===== config.mk =====
export PLATFORM = sky130hd
export DESIGN_NAME = inst_dispatch
export DESIGN_NICKNAME = d
export VERILOG_FILES = /design/src/rtl/inst_dispatch.sv
export SDC_FILE = /design/constraint.sdc
export NUM_CORES = 1
export LEC_CHECK = 0
export ABC_AREA = 1
export BUFFER_PORTS_ARGS = -buffer_cell sky130_fd_sc_hd__buf_4
export CORE_MARGIN = 4
export CORE_UTILIZATION = 30
export CTS_CLUSTER_DIAMETER = 60
export CTS_CLUSTER_SIZE = 12
export DETAILED_ROUTE_END_ITERATION = 7
export SETUP_SLACK_MARGIN = 0.15
export SYNTH_ARGS = -nofsm -noshare
export SYNTH_HDL_FRONTEND = slang
export SYNTH_SLANG_ARGS = --single-unit

===== constraint.sdc =====
create_clock -name clk -period 5 [get_ports clk]
set_clock_uncertainty 0.15 [all_clocks]
set_input_delay 0.75 -clock clk [delete_from_list [all_inputs] [get_ports clk]]
set_output_delay 0.75 -clock clk [all_outputs]
set_load 0.01 [all_outputs]

===== src/rtl/inst_dispatch.sv =====
// Instruction dispatcher: pops a FWFT instruction FIFO and issues to compute
// or transfer channels once dependencies clear, one issue every two cycles.
module inst_dispatch #(
    parameter int INST_LEN  = 220,
    parameter int N_CH      = 4,
    parameter int DEP_LEN   = 8,
    parameter int CNT_W     = 16,
    parameter int STALL_MAX = 1024
) (
    input  logic                         clk,
    input  logic                         rst,
    input  logic [INST_LEN-1:0]          instruct,
    input  logic                         inst_empty,
    output logic                         inst_req,
    input  logic                         comp_idle,
    input  logic [N_CH-1:0]              ch_idle,
    output logic                         comp_conf,
    output logic [N_CH-1:0]              ch_conf,
    output logic [INST_LEN-DEP_LEN-5:0]  payload,
    output logic                         err_illegal,
    output logic                         stall_to,
    output logic [CNT_W-1:0]             stall_cnt,
    output logic [CNT_W-1:0]             issue_cnt
);

    localparam int PW = INST_LEN - 4 - DEP_LEN;
    localparam logic [CNT_W-1:0] STALL_LIM = CNT_W'(STALL_MAX - 1);

    typedef enum logic {S_IDLE, S_GAP} state_t;

    state_t                state_q, state_d;
    logic                  req_q, req_d;
    logic                  comp_q, comp_d;
    logic [N_CH-1:0]       chc_q, chc_d;
    logic [PW-1:0]         pay_q, pay_d;
    logic                  ill_q, ill_d;
    logic                  to_q, to_d;
    logic [CNT_W-1:0]      stall_q, stall_d;
    logic [CNT_W-1:0]      issue_q, issue_d;
    logic [N_CH-1:0]       pend_q, pend_d;
    logic [1:0]            age_q [N_CH];
    logic [1:0]            age_d [N_CH];

    logic [3:0]            typ;
    logic [DEP_LEN-1:0]    dep;
    logic [N_CH-1:0]       eff_idle;
    logic [N_CH-1:0]       ch_sel;
    logic                  all_idle, dep_ok;
    logic                  is_comp, is_ch, is_bar, is_ill;
    logic                  ready, go, stall;
    logic                  unused_ok;

    assign typ       = instruct[3:0];
    assign dep       = instruct[INST_LEN-1 -: DEP_LEN];
    assign unused_ok = ^dep;
    assign eff_idle  = ch_idle & ~pend_q;
    assign all_idle  = (&eff_idle) & comp_idle;

    always_comb begin
        ch_sel = '0;
        for (int j = 0; j < N_CH; j++) begin
            if (typ == 4'(j + 1)) ch_sel[j] = 1'b1;
        end
    end

    assign is_comp = (typ == 4'd0);
    assign is_ch   = |ch_sel;
    assign is_bar  = (typ == 4'd15);
    assign is_ill  = !(is_comp || is_ch || is_bar);

    assign dep_ok = (&(eff_idle | ~dep[N_CH-1:0]))
                  && (!dep[N_CH] || comp_idle)
                  && (!dep[DEP_LEN-1] || all_idle);

    // Illegal words are flushed without waiting on anything.
    assign ready = is_ill
                 || (dep_ok && (is_comp
                               || (is_ch && |(ch_sel & eff_idle))
                               || (is_bar && all_idle)));

    assign go    = (state_q == S_IDLE) && !inst_empty && ready;
    assign stall = (state_q == S_IDLE) && !inst_empty && !ready;

    always_comb begin
        state_d = state_q;
        req_d   = 1'b0;
        comp_d  = 1'b0;
        chc_d   = '0;
        pay_d   = pay_q;
        ill_d   = ill_q;
        to_d    = to_q;
        issue_d = issue_q;
        stall_d = '0;
        pend_d  = pend_q;
        age_d   = age_q;

        // Pending masks the gap before a started engine drops its idle.
        for (int j = 0; j < N_CH; j++) begin
            if (pend_q[j]) begin
                if (!ch_idle[j] || age_q[j] == 2'd2) pend_d[j] = 1'b0;
                else age_d[j] = age_q[j] + 2'd1;
            end
        end

        if (stall) begin
            stall_d = (&stall_q) ? stall_q : stall_q + 1'b1;
            if (stall_q >= STALL_LIM) to_d = 1'b1;
        end

        unique case (state_q)
            S_IDLE: begin
                if (go) begin
                    state_d = S_GAP;
                    req_d   = 1'b1;
                    if (is_comp || is_ch) begin
                        comp_d  = is_comp;
                        chc_d   = ch_sel;
                        pay_d   = instruct[INST_LEN-DEP_LEN-1:4];
                        issue_d = issue_q + 1'b1;
                        for (int j = 0; j < N_CH; j++) begin
                            if (ch_sel[j]) begin
                                pend_d[j] = 1'b1;
                                age_d[j]  = 2'd0;
                            end
                        end
                    end
                    if (is_ill) ill_d = 1'b1;
                end
            end
            S_GAP:   state_d = S_IDLE;
            default: state_d = S_IDLE;
        endcase
    end

    always_ff @(posedge clk) begin
        if (rst) begin
            state_q <= S_IDLE;
            req_q   <= 1'b0;
            comp_q  <= 1'b0;
            chc_q   <= '0;
            pay_q   <= '0;
            ill_q   <= 1'b0;
            to_q    <= 1'b0;
            stall_q <= '0;
            issue_q <= '0;
            pend_q  <= '0;
            for (int j = 0; j < N_CH; j++) age_q[j] <= 2'd0;
        end else begin
            state_q <= state_d;
            req_q   <= req_d;
            comp_q  <= comp_d;
            chc_q   <= chc_d;
            pay_q   <= pay_d;
            ill_q   <= ill_d;
            to_q    <= to_d;
            stall_q <= stall_d;
            issue_q <= issue_d;
            pend_q  <= pend_d;
            for (int j = 0; j < N_CH; j++) age_q[j] <= age_d[j];
        end
    end

    assign inst_req    = req_q;
    assign comp_conf   = comp_q;
    assign ch_conf     = chc_q;
    assign payload     = pay_q;
    assign err_illegal = ill_q;
    assign stall_to    = to_q;
    assign stall_cnt   = stall_q;
    assign issue_cnt   = issue_q;

endmodule


**After elaboration in Yosys (flattened, before gate mapping)**

Index checks and enable logic that the tools add are counted.

- Magnitude comparators: 1
- $mul: 0
- Equal/unequal tests: 9
- Reductions and logical operators: 40
- Shifts and indexed selects: 0
- Div/mod/pow operators: 0
- Add/sub/neg operators: 6
- Mux-type cells: 36
- Bitwise gates (word level): 11

Operator list:

| cell | count |
|---|---|
| $add A16 B1 Y16 const B | 2 |
| $mux W2 | 12 |
| $mux W8 | 3 |
| $mux W1 | 17 |
| $ge A16 B10 Y1 const B | 1 |
| $reduce_and A16 Y1 | 1 |
| $mux W4 | 3 |
| $reduce_or A4 Y1 | 3 |
| $logic_or A1 B1 Y1 | 11 |
| $logic_not A1 Y1 | 9 |
| $add A2 B1 Y2 const B | 4 |
| $and A4 B4 Y4 | 2 |
| $eq A2 B2 Y1 const B | 4 |
| $eq A4 B2 Y1 const B | 2 |
| $logic_and A1 B1 Y1 | 8 |
| $not A4 Y4 | 2 |
| $reduce_and A4 Y1 | 2 |
| $reduce_and A3 Y1 | 2 |
| $not A1 Y1 | 5 |
| $eq A4 B1 Y1 const B | 1 |
| $eq A4 B3 Y1 const B | 1 |
| $eq A4 B4 Y1 const B | 1 |
| $logic_not A4 Y1 | 1 |
| $or A4 B4 Y4 | 1 |
| other kinds (4) | 5 |

- RAM bits: 0
- Bits in latches: 0
- Flip-flop bits (word level): 261
- Input bits: 228
- ROM bits: 0
- Memories: 0
- Logic and storage cells: 117

**Depth between registers and ports, before layout**

- Depth in word-level cells: 13
- Mapped depth: 14

**Worst setup path after synthesis**

OpenSTA, ideal clock, no wires.

- Path type: input to register
- Start point: input port instruct[2]
- End point: register issue_q[6] (netlist: issue_cnt[6])
- Path buffers: 2
- Setup slack: 2.830 ns
- Setup time: 0.132 ns
- Data arrival time: 1.888 ns
- Stages on the path: 12
- Cells stage by stage: inv_1 -> nor2_2 -> nand2_1 -> inv_2 -> nor2_1 -> o21ai_2 -> nand2_2 -> nand3_4 -> buf_4 -> buf_2 -> nand2_1 -> a21oi_1

- Cells in the longest elaborated chain, start to end: 11

RTL lines:

| element | RTL line | RTL |
|---|---|---|
| start, declared | 12 | `input logic [INST_LEN-1:0] instruct,` |
| $eq A4 B1 Y1, or another cell as far along | 62 | `if (typ == 4'(j + 1)) ch_sel[j] = 1'b1;` |
| $mux W1 | 62 |  |
| $and A4 B4 Y4 | 78 | `\|\| (is_ch && \|(ch_sel & eff_idle))` |
| $reduce_or A4 Y1 | 78 |  |
| $logic_and A1 B1 Y1 | 78 |  |
| $logic_or A1 B1 Y1 | 78 |  |
| $logic_or A1 B1 Y1 | 79 | `\|\| (is_bar && all_idle)));` |
| $logic_and A1 B1 Y1 | 77 | `\|\| (dep_ok && (is_comp` |
| $logic_or A1 B1 Y1 | 77 |  |
| $logic_and A1 B1 Y1 | 81 | `assign go = (state_q == S_IDLE) && !inst_empty && ready;` |
| $reduce_and A3 Y1 (no source line) * | - |  |
| end signal, assigned | 157 | `issue_q <= issue_d;` |
| end, declared | 39 | `logic [CNT_W-1:0] issue_q, issue_d;` |

Every way passes the cells marked *; elsewhere a longest branch is shown, timed or not.
A chain may end at the register's enable or synchronous reset.

**Worst setup path in the final report**

- Start point: input port instruct[2]
- End point: register pay_q[207] (netlist: payload[207])

- Cells in the longest elaborated chain, start to end: 11

RTL lines:

| element | RTL line | RTL |
|---|---|---|
| $eq A4 B1 Y1, or another cell as far along | 62 |  |
| $mux W1 | 62 |  |
| $and A4 B4 Y4 | 78 |  |
| $reduce_or A4 Y1 | 78 |  |
| $logic_and A1 B1 Y1 | 78 |  |
| $logic_or A1 B1 Y1 | 78 |  |
| $logic_or A1 B1 Y1 | 79 |  |
| $logic_and A1 B1 Y1 | 77 |  |
| $logic_or A1 B1 Y1 | 77 |  |
| $logic_and A1 B1 Y1 | 81 |  |
| $reduce_and A3 Y1 (no source line) * | - |  |
| end signal, assigned | 153 | `pay_q <= pay_d;` |
| end, declared | 35 | `logic [PW-1:0] pay_q, pay_d;` |

Marks and branches as above.

==> qor.yml <==
status:
  run_status: "finished with violations"
  violations: "slew limit"
power_and_ir_drop:
  p_per_area_nw_per_um2: 317
  ir_drop_v: 0.000264
  p_leak_uw: 0.00619
worst_setup_path:
  cp_cell_sequence: "buf_4 > inv_1 > nor2_2 > nand2_1 > inv_2 > nor2_1 > o21ai_2 > nand2_8 > buf_12 > nand4_1 > a21oi_1"
  worstSetupEndpointType: "register"
  startpoint_type: "primary input"
  critPathKind: "in -> reg"
  cp.buffers_inverters: 4
  cp_slowest_cell: "buf_12"
  max_stage_delay_ps: 570
  path_delay_family: "simple AND/OR/NAND/NOR gates"
  worstPathArrival_ps: 3290
  r2r_end: "payload[207]"
  critPathLaunch: "instruct[2]"
  ff2ff_path_depth: 11
  cp.depth: 11
  endpoint: "payload[207]"
  crit_fanout: 228
  r2r_start: "pend_q[1]"
  r2r_slack_ps: 2150
  crit_required_ps: 5330
sta:
  fin_crit_ps: 2970
  rsz0062_at_grt: "false"
  slew_headroom: -0.194
  finalSetupTns_ps: 0
  setup_violations: 0
  period_share: 0.593
  maxSlewViolCount: 139
  finalHoldViolCount: 0
  timing.hold.ws_ps: 310
  worstMarginPinSlew_ps: 1790
  clock.fmax_mhz: 337
layout:
  diodes: 0
  utilization: 0.440
  areaGrowthSynthToFinish_pct: 44.2
  drive_above_1_share: 0.309
  nNetsFinal: 1966
routing:
  via_count: 11200
  drc: 0
  dr.pass1.iters: 5
  wl_um: 38200
  ant_nets: 0
  via_per_inst: 5.08
  drt_iter0_drc: 644
  wire_per_inst_um: 17.4
floorplanning:
  fp.dieW_um: 195
  core_area_um2: 34500
  start_util: 0.305
  io_pins: 476
  num_rows: 68
  fp.dieH_um: 195
  fp.dieArea_um2: 38200
clocking:
  clk_latency_ps: 540
  cts_buffers: 30
  clk_pin_slew_ps: 60
  post_cts_buffers: 0
  cts_tree: "built"
  ctsResizeCount: 0
  cts_buffer_depth: 3
  root_buffer: "clkbuf_16"
  hold_buffers: 0
  htreeDepth: 1
  cts_sinks: 260
synthesis:
  synth_top_cell_area_share: 0.494
  syn_area_per_cell_um2: 7.86
  synthTopCellsByArea: "dfxtp_1, nand4_1, a21oi_1, nand2_1, clkbuf_1"
  synth-edff-count: 0
  synth_top_area_cell: "dfxtp_1"
  synth_common_cells: "nand2_1, dfxtp_1, a21oi_1"
  ys_ff_latch: 260
  async_flop_share: 0
  yosysWarnings: 0
  syn_area_um2: 10500
  yosysSeqAreaShare: 0.494
  synth.most_common_cell: "nand2_1"
  synthCells: 1340
  yosysUniqueCellTypes: 32
  synth-main-ff-cell: "dfxtp_1"
  syn_nets: 1574
placed_design:
  gp_congestion: 0.865
  dp_hpwl_um: 25200
  numPortBuffers: 473
global_route:
  track_usage: 0.181
  overflow: 0
  antenna_found_initial: 0
  grt_max_degree: 229
  grt_first_pass_wirelength_um: 58200
  first_global_vias: 10500
worst_hold_path:
  min-delay-start: "payload[195]"
  worst_hold_path_type: "reg -> reg"
flow_run:
  cap_viol_max_count: 0
==> cell type report <==
class / instances / area (um^2)
clock buffer: 33 / 803
clock inverter: 10 / 103
fill: 3449 / 19400
inverter: 56 / 215
multi-input combinational: 899 / 4580
sequential: 260 / 5200
tap: 455 / 569
timing repair buffer: 485 / 3710
==> registers in the layout, summed over array words and instances, names as in the netlist <==
register	flops
stall_to	1
age_q	8
err_illegal	1
stall_cnt	16
issue_cnt	16
comp_conf	1
state_q	1
pend_q	4
ch_conf	4
payload	208
==> where the power goes <==
part / switching [uW] / total [uW] / internal, uW
Clock: 876 / 2070 / 1190
Sequential: 30.3 / 2160 / 2130
Combinational: 333 / 582 / 249
==> worst min path at each step <==
stage                        end  cells after the start  slack [ps]
CTS                  payload[60]                      3         300
floorplan               age_q[6]                      3         320
detailed placement  payload[190]                      2         300
global route        payload[150]                      3         310
finish              payload[195]                      2         310
global placement        stall_to                      2         300
==> metal layers <==
metal,track usage,routed length [um],part of all wire,vias to the layer above
met3,0.0457,2980,0.078,64
met2,0.296,18000,0.47,419
met5,0,0,0,-
li1,-,-,-,5445
met4,0.0600,1230,0.032,0
met1,0.235,15900,0.42,5232
==> stage by stage <==
stage	std cells	setup WS [ps]	area (um^2)	power, uW
final	2198	2030	15200	4810
after global routing	2198	1900	15200	5020
after CTS	2198	2150	15200	4890
after detailed placement	2155	1550	14300	2790
after global placement	2155	1560	14300	2780
after floorplan	1340	2830	10500	2480
==> cells by family after synthesis <==
family | Yosys count | synth area share
AO/OA/AOI/OAI | 250 | 0.121
XOR/XNOR | 24 | 0.0200
adder cells (fa/ha/maj) | 6 | 0.00713
buffers and inverters | 181 | 0.0726
flip-flops | 260 | 0.494
AND/OR/NAND/NOR | 619 | 0.285
==> cell usage in the layout (no fill, tap or decap), types with 2 or more instances in the layout <==
master / n
nand3_1: 25
buf_12: 5
nor2_2: 3
o211ai_1: 3
nand2_1: 279
nand3b_1: 2
xor2_1: 16
inv_6: 4
a21oi_1: 235
o21ai_0: 5
clkinv_2: 2
ha_1: 6
dfxtp_1: 260
clkinv_4: 2
nor3_1: 11
nand4_1: 233
xnor2_1: 8
buf_4: 479
inv_1: 53
clkbuf_16: 31
nor2_1: 61
clkbuf_8: 2
==> worst register-to-register path: cells and delay by family, from the launching register on <==
family,cells,cell delay (ps)
buffers and inverters,2,630
DFF,1,330
AOI/OAI and AO/OA,1,250
and+or+nand+nor,8,1430
Note: power is estimated with default switching activity, not from simulation.
